**src/rtl/vga_pkg.sv**
```systemverilog
// Shared VGA constants: 640x480 display timing and the half-resolution framebuffer geometry.
package vga_pkg;

    localparam int H_DISP  = 640;
    localparam int H_FP    = 16;
    localparam int H_SYNC  = 96;
    localparam int H_BP    = 48;
    localparam int H_TOTAL = H_DISP + H_FP + H_SYNC + H_BP;

    localparam int V_DISP  = 480;
    localparam int V_FP    = 10;
    localparam int V_SYNC  = 2;
    localparam int V_BP    = 33;
    localparam int V_TOTAL = V_DISP + V_FP + V_SYNC + V_BP;

    localparam int FB_HRES   = 320;
    localparam int FB_VRES   = 240;
    localparam int FB_PIX_W  = 4;
    localparam int FB_ADDR_W = 17;

    typedef enum logic [1:0] {
        ST_IDLE    = 2'd0,
        ST_DISP_RD = 2'd1,
        ST_WR      = 2'd2
    } arb_state_e;

endpackage

```
**src/rtl/rr_arb2.sv**
```systemverilog
// Two-requester round-robin arbiter; the requester not granted last wins a tie.
module rr_arb2 (
    input  logic       clk,
    input  logic       rst,
    input  logic [1:0] req,
    input  logic       enable,
    output logic [1:0] gnt
);

    logic prio_r;

    // One-hot grant selection from the current tie-break pointer
    always_comb begin
        gnt = 2'b00;
        if (!enable) begin
            gnt = 2'b00;
        end else if (req == 2'b11) begin
            gnt = prio_r ? 2'b10 : 2'b01;
        end else begin
            gnt = req;
        end
    end

    // Pointer moves to the other requester after each grant
    always_ff @(posedge clk or posedge rst) begin
        if (rst) begin
            prio_r <= 1'b0;
        end else if (gnt[0]) begin
            prio_r <= 1'b1;
        end else if (gnt[1]) begin
            prio_r <= 1'b0;
        end else begin
            prio_r <= prio_r;
        end
    end

endmodule

```
**src/rtl/vga_fb_arbiter.sv**
```systemverilog
// Double-buffered framebuffer port arbiter: display fetch has priority, two writers share
// the remaining cycles round-robin, and bank swaps happen at vertical-blank start.
module vga_fb_arbiter
    import vga_pkg::*;
#(
    parameter int HRES   = FB_HRES,
    parameter int VRES   = FB_VRES,
    parameter int PIX_W  = FB_PIX_W,
    parameter int ADDR_W = FB_ADDR_W
) (
    input  logic              clk,
    input  logic              rst,
    input  logic [9:0]        row,
    input  logic [9:0]        col,
    input  logic              in_display,
    output logic              mem_en,
    output logic              mem_we,
    output logic [ADDR_W:0]   mem_addr,
    output logic [PIX_W-1:0]  mem_wdata,
    input  logic [PIX_W-1:0]  mem_rdata,
    output logic [PIX_W-1:0]  pix_data,
    input  logic              w0_req,
    input  logic [ADDR_W-1:0] w0_addr,
    input  logic [PIX_W-1:0]  w0_data,
    output logic              w0_gnt,
    input  logic              w1_req,
    input  logic [ADDR_W-1:0] w1_addr,
    input  logic [PIX_W-1:0]  w1_data,
    output logic              w1_gnt,
    input  logic              swap_req,
    output logic              swap_ack,
    output logic              front_bank
);

    localparam logic [ADDR_W-1:0] FB_SIZE    = ADDR_W'(HRES * VRES);
    localparam logic [9:0]        VBLANK_ROW = 10'(2 * VRES);

    arb_state_e        state_r;
    logic [9:0]        col_q_r;
    logic [9:0]        row_q_r;
    logic              front_bank_r;
    logic              pending_r;
    logic              rd_valid_r;
    logic [PIX_W-1:0]  pix_r;

    logic              fetch_s;
    logic              vblank_start_s;
    logic              wr_any_s;
    logic              wr_ok_s;
    logic [1:0]        wr_req_s;
    logic [1:0]        wr_gnt_s;
    logic [ADDR_W-1:0] disp_addr_s;
    logic [ADDR_W-1:0] wr_addr_s;
    logic [PIX_W-1:0]  wr_data_s;

    assign fetch_s        = (col != col_q_r) && in_display && !col[0];
    assign vblank_start_s = (row != row_q_r) && (row == VBLANK_ROW);
    assign disp_addr_s    = ADDR_W'(row[9:1]) * ADDR_W'(HRES) + ADDR_W'(col[9:1]);

    // A writer still showing its grant is masked so a lingering req is not served twice
    assign wr_req_s = {w1_req & ~w1_gnt, w0_req & ~w0_gnt};
    assign wr_any_s = |wr_gnt_s;
    assign wr_ok_s  = (wr_addr_s < FB_SIZE);

    rr_arb2 u_rr_arb2 (
        .clk    (clk),
        .rst    (rst),
        .req    (wr_req_s),
        .enable (!fetch_s),
        .gnt    (wr_gnt_s)
    );

    // Selected writer's address and data
    always_comb begin
        wr_addr_s = w0_addr;
        wr_data_s = w0_data;
        if (wr_gnt_s[1]) begin
            wr_addr_s = w1_addr;
            wr_data_s = w1_data;
        end else begin
            wr_addr_s = w0_addr;
            wr_data_s = w0_data;
        end
    end

    // Arbiter FSM: one RAM access decided per cycle, all bus and grant outputs registered
    always_ff @(posedge clk or posedge rst) begin
        if (rst) begin
            state_r   <= ST_IDLE;
            mem_en    <= 1'b0;
            mem_we    <= 1'b0;
            mem_addr  <= {(ADDR_W + 1){1'b0}};
            mem_wdata <= {PIX_W{1'b0}};
            w0_gnt    <= 1'b0;
            w1_gnt    <= 1'b0;
        end else if (fetch_s) begin
            state_r   <= ST_DISP_RD;
            mem_en    <= 1'b1;
            mem_we    <= 1'b0;
            mem_addr  <= {front_bank_r, disp_addr_s};
            mem_wdata <= {PIX_W{1'b0}};
            w0_gnt    <= 1'b0;
            w1_gnt    <= 1'b0;
        end else if (wr_any_s) begin
            state_r   <= ST_WR;
            mem_en    <= wr_ok_s;
            mem_we    <= wr_ok_s;
            mem_addr  <= {~front_bank_r, wr_addr_s};
            mem_wdata <= wr_data_s;
            w0_gnt    <= wr_gnt_s[0];
            w1_gnt    <= wr_gnt_s[1];
        end else begin
            state_r   <= ST_IDLE;
            mem_en    <= 1'b0;
            mem_we    <= 1'b0;
            mem_addr  <= mem_addr;
            mem_wdata <= mem_wdata;
            w0_gnt    <= 1'b0;
            w1_gnt    <= 1'b0;
        end
    end

    // Bank swap: a request waits for the next vertical-blank start, extra requests fold in
    always_ff @(posedge clk or posedge rst) begin
        if (rst) begin
            front_bank_r <= 1'b0;
            pending_r    <= 1'b0;
            swap_ack     <= 1'b0;
        end else if (vblank_start_s && (pending_r || swap_req)) begin
            front_bank_r <= ~front_bank_r;
            pending_r    <= 1'b0;
            swap_ack     <= 1'b1;
        end else begin
            front_bank_r <= front_bank_r;
            pending_r    <= pending_r | swap_req;
            swap_ack     <= 1'b0;
        end
    end

    // Counter history and read-return pipeline (RAM data is valid one cycle after the bus read)
    always_ff @(posedge clk or posedge rst) begin
        if (rst) begin
            col_q_r    <= 10'd0;
            row_q_r    <= 10'd0;
            rd_valid_r <= 1'b0;
            pix_r      <= {PIX_W{1'b0}};
        end else begin
            col_q_r    <= col;
            row_q_r    <= row;
            rd_valid_r <= (state_r == ST_DISP_RD);
            if (rd_valid_r) begin
                pix_r <= mem_rdata;
            end else begin
                pix_r <= pix_r;
            end
        end
    end

    assign pix_data   = in_display ? pix_r : {PIX_W{1'b0}};
    assign front_bank = front_bank_r;

endmodule

```
**config.mk**
```make
export PLATFORM = sky130hd
export DESIGN_NAME = vga_fb_arbiter
export DESIGN_NICKNAME = d
export VERILOG_FILES = /design/src/rtl/vga_pkg.sv /design/src/rtl/rr_arb2.sv /design/src/rtl/vga_fb_arbiter.sv
export SDC_FILE = /design/constraint.sdc
export NUM_CORES = 1
export LEC_CHECK = 0
export CORE_ASPECT_RATIO = 0.7
export CORE_MARGIN = 2
export CORE_UTILIZATION = 40
export DETAILED_ROUTE_END_ITERATION = 12
export PLACE_DENSITY = 0.82
export SYNTH_ARGS = -nofsm -noshare
export SYNTH_HDL_FRONTEND = slang
export SYNTH_HIERARCHICAL = 1
export SYNTH_SLANG_ARGS = --single-unit
```
**constraint.sdc**
```tcl
create_clock -name clk -period 4.25 [get_ports clk]
set_clock_uncertainty 0.2 [all_clocks]
set_input_delay 0.6375 -clock clk [delete_from_list [all_inputs] [get_ports clk]]
set_output_delay 0.6375 -clock clk [all_outputs]
set_load 0.02 [all_outputs]
```
Yosys cells after proc, flatten, opt, wreduce, memory -nomap -nowiden:

Index checks and enable logic that the tools add are counted.

* register bits after elaboration: 57
* input bits: 72
* output and inout port bits: 32

* magnitude comparators: 1
* muxes and demuxes: 23
* reduce and logical (&&, ||, !) cells: 9
* multiply operators: 1
* add/sub/neg operators: 1
* bitwise logic cells: 6
* equal/unequal tests: 5

Operators with widths (count)
* 18-bit 2-to-1 mux: 2
* 10-bit != test: 2
* 17-bit by 9-bit adder with 17-bit output: 1
* 17-bit < comparator, second input constant: 1
* 17-bit 2-to-1 mux: 1
* 4-bit 2-to-1 mux: 4
* 9-bit by 3-bit multiplier with 11-bit output, second input constant: 1
* 1-bit 2-to-1 mux: 11
* 10-bit by 9-bit == test with 1-bit output, second input constant: 1
* 2-bit 2-to-1 mux: 5
* 1-bit logical AND: 4
* 2-bit nonzero test: 2
* 1-bit NOT: 3
* 1-bit bitwise AND: 2
* 2-bit by 1-bit == test with 1-bit output, second input constant: 1
* 2-bit == test, second input constant: 1
* 2-bit OR reduction: 1
* 1-bit zero test: 1
* 1-bit logical OR: 1
* 1-bit bitwise OR: 1

Logic depth before layout (Yosys ltp):

* word-level depth: 9
* mapped depth: 12
* mapped depth without buffers: 10

Modules after synthesis:

Netlist, hierarchy kept.

Modules (own cells, without submodules)
* vga_fb_arbiter: area each 3098.0 um^2, instances 1, cells each 299
* rr_arb2: area each 65.1 um^2, instances 1, cells each 9

Worst setup path before layout:

No wires, ideal clock.

* path kind: in2reg
* start point: input row[2]
* end point: register mem_addr[16]
* cell stages on the path: 9
* arrival time: 2.739 ns
* data required time: 3.913 ns
* library setup time: 0.137 ns
* slack: 1.174 ns
* cell sequence: ha_1 > ha_1 > fa_1 > a211oi_2 > nor4b_1 > or4_4 > nand4_1 > xnor2_1 > a21oi_1

* longest elaborated chain between the ends: 3

RTL lines
* start: declaration: line vga_fb_arbiter.sv:13 `input logic [9:0] row,`
* 9-bit by 3-bit multiplier with 11-bit output: line vga_fb_arbiter.sv:58 `assign disp_addr_s = ADDR_W'(row[9:1]) * ADDR_W'(HRES) + ADDR_W'(col[9:1]);`
* 17-bit by 9-bit adder with 17-bit output: line vga_fb_arbiter.sv:58
* 18-bit 2-to-1 mux: line vga_fb_arbiter.sv:96 `end else if (fetch_s) begin`
* end signal: assignment: line vga_fb_arbiter.sv:92 `mem_addr <= {(ADDR_W + 1){1'b0}};`
* end signal: assignment: line vga_fb_arbiter.sv:100 `mem_addr <= {front_bank_r, disp_addr_s};`
* end signal: assignment: line vga_fb_arbiter.sv:108 `mem_addr <= {~front_bank_r, wr_addr_s};`
* end: declaration: line vga_fb_arbiter.sv:18 `output logic [ADDR_W:0] mem_addr,`

Every way passes these cells.
A chain may end at the register's enable or synchronous reset.

Worst setup path in the final report:

Ends and elaborated chain as after synthesis.

==> results.md <==
- The total of flip-flops plus latches after synthesis is 57.
- The share of the synthesized area in compound gates (AO/OA/AOI/OAI) is 13.3%.
- The library cell with the largest summed area after synthesis is dfrtp_1.
- After Yosys synthesis, and, or, nand and nor cells account for 13.2% of the synthesized area.
- The number of buffers inserted by post-CTS setup repair is 0.
- The flow ran to the end, and the final reports show no timing, DRC or antenna violations.
- The instance count after placement with tap cells included is 505.
- The minimum clock period is 3480 ps.
- Synthesis produced a netlist with a net count of 399.
- Headroom to the max-slew limit came out at 52.3%.
- The maximum clock rate is 0.287 GHz.
- The wire length of the first global-routing pass is 12.6 mm.
- The startpoint of the most critical register-to-register path is col_q_r[3].
- The switching power is 0.000600 W.
- After technology mapping, the gate count stands at 308.
- The most frequently used flop master after synthesis is dfrtp_1.
- The largest stage delay on the critical path is 600 ps.
- The count of max-cap constraint violations is 0.
- Counting stages on the worst path, the most repeated cell is ha_1.
- The number of buffer cells added on primary ports is 103.
- The number of top-level pins is 104.
- The endpoint identified for the worst register-to-register timing path is mem_addr[14].
- At the end of the flow, the number of nets in the layout was 506.
- The count of distinct cell types in the synthesized netlist is 46.
- Among cell families on the critical path, the largest total delay comes from adder cells.
- Sequential cells account for 32.4% of the total power.
- Traced cell by cell, the critical path runs through clkdlybuf4s50_1 -> ha_1 -> ha_1 -> fa_1 -> a211oi_2 -> nor4b_1 -> or4_4 -> nand4_1 -> xnor2_1 -> a21oi_1.
- The design draws 0.00205 W.
- The final critical path takes up 82.0% of the cycle.
- The number of hold violations in the final report is 0.
- TritonCTS built the clock tree.
- Each instance of the synthesized netlist takes up on average 10.3 um^2.
- The proportion of netlist area held by the largest area contributor is 45.1%.
- The internal reg-to-reg setup slack is 1370 ps.
- The post-synthesis share of cell area spent on full adders, half adders and majority gates is 7.99%.
- The arrival time of the worst setup path is 3470 ps.
- The maximum number of pins on one net before global-route repair is 45.
- In this run the number of H-tree levels came out at 3.
- The buffer levels on the longest clock path is 2.
- The worst setup path is of the input port to flop kind.
- The number of setup violations in the final report is 0.
- Counting buffers and inverters, the worst setup path is 10 cells deep.
- The number of antenna violations at the first check in global routing came to 0.
- Together, buffers and inverters on the worst path number 1.
- Data on the critical path is required at its endpoint by 4240 ps.
- The first-iteration detailed-routing DRC count is 121.
- The post-synthesis instance area is 3160 um^2.
- The detailed router placed 2665 vias in this run.
- The xor and xnor area share after synthesis is 9.14%.
- The clock net in this run drives a total of 57 sinks.
- The global-route usage over all layers is 19.0%.
- The peak ir drop on the vdd network is 235 uV.
- The worst hold path startpoint is state_r[1].
- The switching share of power is 29.2%.
- The logic depth of the worst register-to-register path is 11.
- The floorplan step defined a core boundary enclosing 7770 um^2.
- The kind of capture point of the worst setup path is a flop.
- The total wire length after detailed routing is 8.12 mm.
- The cell type of the slowest stage on the worst timing path is clkdlybuf4s50_1.
- The class of the worst hold path is flop to flop.
- The async set or reset register ratio after synthesis is 100%.
- In the routed design, unresolved DRC markers number 0.
- The terminating pin of the worst hold path is rd_valid_r.
- The clock-pin slew on the worst setup and hold paths is 50 ps.
- After synthesis, the largest family of logic cells by area is compound AO/OA/AOI/OAI gates.
- The transition time of the tightest slew-check pin is 715 ps.
- The leading cell type by number of instances after synthesis is dfrtp_1.
- The number of antenna diodes in the final layout is 0.
- Before antenna repair, the detailed router went through 4 iterations.
- The fraction of final layout cells with drive strength greater than 1 is 8.59%.
- The number of vias per cell after detailed routing is 5.13.
- The congestion estimate from routability-driven global placement came to 0.842.
- The final cell count without fillers is 520.
- Dividing total power by cell area gives a power density of 440 nW/um^2.
- The number of buffers added by the clock tree synthesis step is 9.
- The count of final max-slew check failures is 0.
- Post-CTS repair changed the size of 0 cells.
- Measured along the y axis, the die boundary spans 78.4 um.
- The number of cells on the worst hold path is 1.
- Hold repair after CTS inserted 0 buffers.
- The root buffer cell chosen for the clock tree is clkbuf_16.
- Counting flops with a built-in enable in the synthesized netlist gives 0.
- The floorplan step defined a die boundary enclosing 8650 um^2.
- The final setup TNS is 0 ps.
- The average wire per cell in the routed design is 15.6 um.
- The sum of net half-perimeters after detailed placement is 6.00 mm.
- Once the floorplan was initialized, standard cells occupied 40.7% of the core.
- From synthesis to final layout, the design area changed by 47.4%.
- In this run the static leakage power is 1.98 nW.
- Internal power comes to 0.00145 W.
- The clock network power share is 37.3%.
- In this run the worst path has a maximum fanout of 6.
- The element type at the critical path start is an input port.
- The aggregate global routing overflow is 0.
- In this run the remaining antenna-violating nets after routing total 0.
- The die is 110 um wide.
- Counting instances in the post-synthesis netlist gives the leading cell types as dfrtp_1 (57), nor2_1 (36), a21oi_1 (30).
- The sequential fraction of the synthesis area is 45.1%.
- The placement row count is 27.
- The count of synthesis-stage warnings from yosys is 6.
- The share of total power dissipated in combinational logic is 30.3%.
- The insertion delay of the later-clocked pin in the worst-skew pair is 320 ps.
- The share of cell area taken by muxes after synthesis is 8.74%.
- The number of global-route vias before repair is 2702.
- Yosys attributes the largest share of cell area to dfrtp_1 (45%), xor2_1 (7.2%), mux2i_1 (7.0%).
- Setup repair after global routing left no endpoint under its margin.
power by group through the flow:
stage / logic (W) / clock network [W] / registers [W]
2_1_floorplan: 0.000283 / 0 / 0.000731
3_3_place_gp: 0.000603 / 0 / 0.000670
3_5_place_dp: 0.000618 / 0 / 0.000674
4_1_cts: 0.000625 / 0.000781 / 0.000666
5_1_grt: 0.000673 / 0.000802 / 0.000673
6_report: 0.000620 / 0.000765 / 0.000665
kinds of logic (layout without fill, tap and decap cells):
| logic type | count (synthesis) | count (layout) |
|---|---|---|
| AND/OR/NAND/NOR | 86 | 86 |
| AO/OA/AOI/OAI | 65 | 65 |
| flip-flops | 57 | 57 |
| XOR/XNOR | 33 | 33 |
| multiplexers | 27 | 27 |
| buffers and inverters | 21 | 132 |
| adder cells (fa/ha/maj) | 19 | 19 |
per-stage QoR:
stage	hold slack [ps]	cell area (um^2)	setup slack, ps	utilization, %
after global routing	211	4660	584	60.0
final	201	4660	766	60.0
after global placement	182	4340	497	55.9
after floorplan	166	3160	1170	-
after CTS	199	4660	780	60.0
after detailed placement	193	4340	442	55.9
state kept, by name (all words and copies together), names as in the netlist:
name and cells:
mem_addr 18, mem_wdata 4, pix_r 4, front_bank 1, col_q_r 10, mem_en 1, u_rr_arb2/prio_r 1, row_q_r 10
w0_gnt 1, state_r 2, mem_we 1, rd_valid_r 1, pending_r 1, w1_gnt 1, swap_ack 1
worst register-to-register path: stages (launching register included):
cell and delay, ps:
dfrtp_1 370, xor2_1 160, nor4_1 460, a311oi_4 160
inv_2 140, nand2_1 130, a21oi_4 370, buf_12 230
mux2i_1 200, nor2_1 50, a211oi_1 190, a21oi_1 80
layout by cell type, fill, tap and decap left out, types with 5 or more instances in the layout:
cell type	synthesis	final
a211oi_1	6	6
a21oi_1	30	28
clkbuf_16	0	9
clkdlybuf4s50_1	0	103
dfrtp_1	57	57
ha_1	17	17
inv_1	8	7
mux2_2	5	5
mux2i_1	22	22
nand2_1	16	16
nor2_1	36	36
nor2b_1	8	8
o21ai_0	10	10
xnor2_1	7	7
xor2_1	26	26
cell type report:
cell class	count	area [um^2]
clock inverter	5	80.1
timing repair buffer	108	1080
tap	101	126
clock buffer	10	239
sequential	57	1430
multi-input combinational	230	1680
inverter	9	33.8
fill	652	3110
worst max path at each step:
stage / startpoint / end / slack, ps
2_1_floorplan: row[2] / mem_addr[16] / 1170
3_3_place_gp: row[2] / mem_addr[16] / 500
3_5_place_dp: row[2] / mem_addr[16] / 440
4_1_cts: row[2] / mem_addr[16] / 780
5_1_grt: row[2] / mem_addr[16] / 580
6_report: row[2] / mem_addr[16] / 770
per-layer routing:
metal | track usage, % | routed length (um) | up-vias
li1 | - | - | 1296
met1 | 22.2 | 3460 | 1270
met2 | 33.3 | 4010 | 88
met3 | 5.98 | 558 | 11
met4 | 5.63 | 89 | 0
met5 | 0 | 0 | -
No activity file was read; power rests on OpenSTA's default activity.
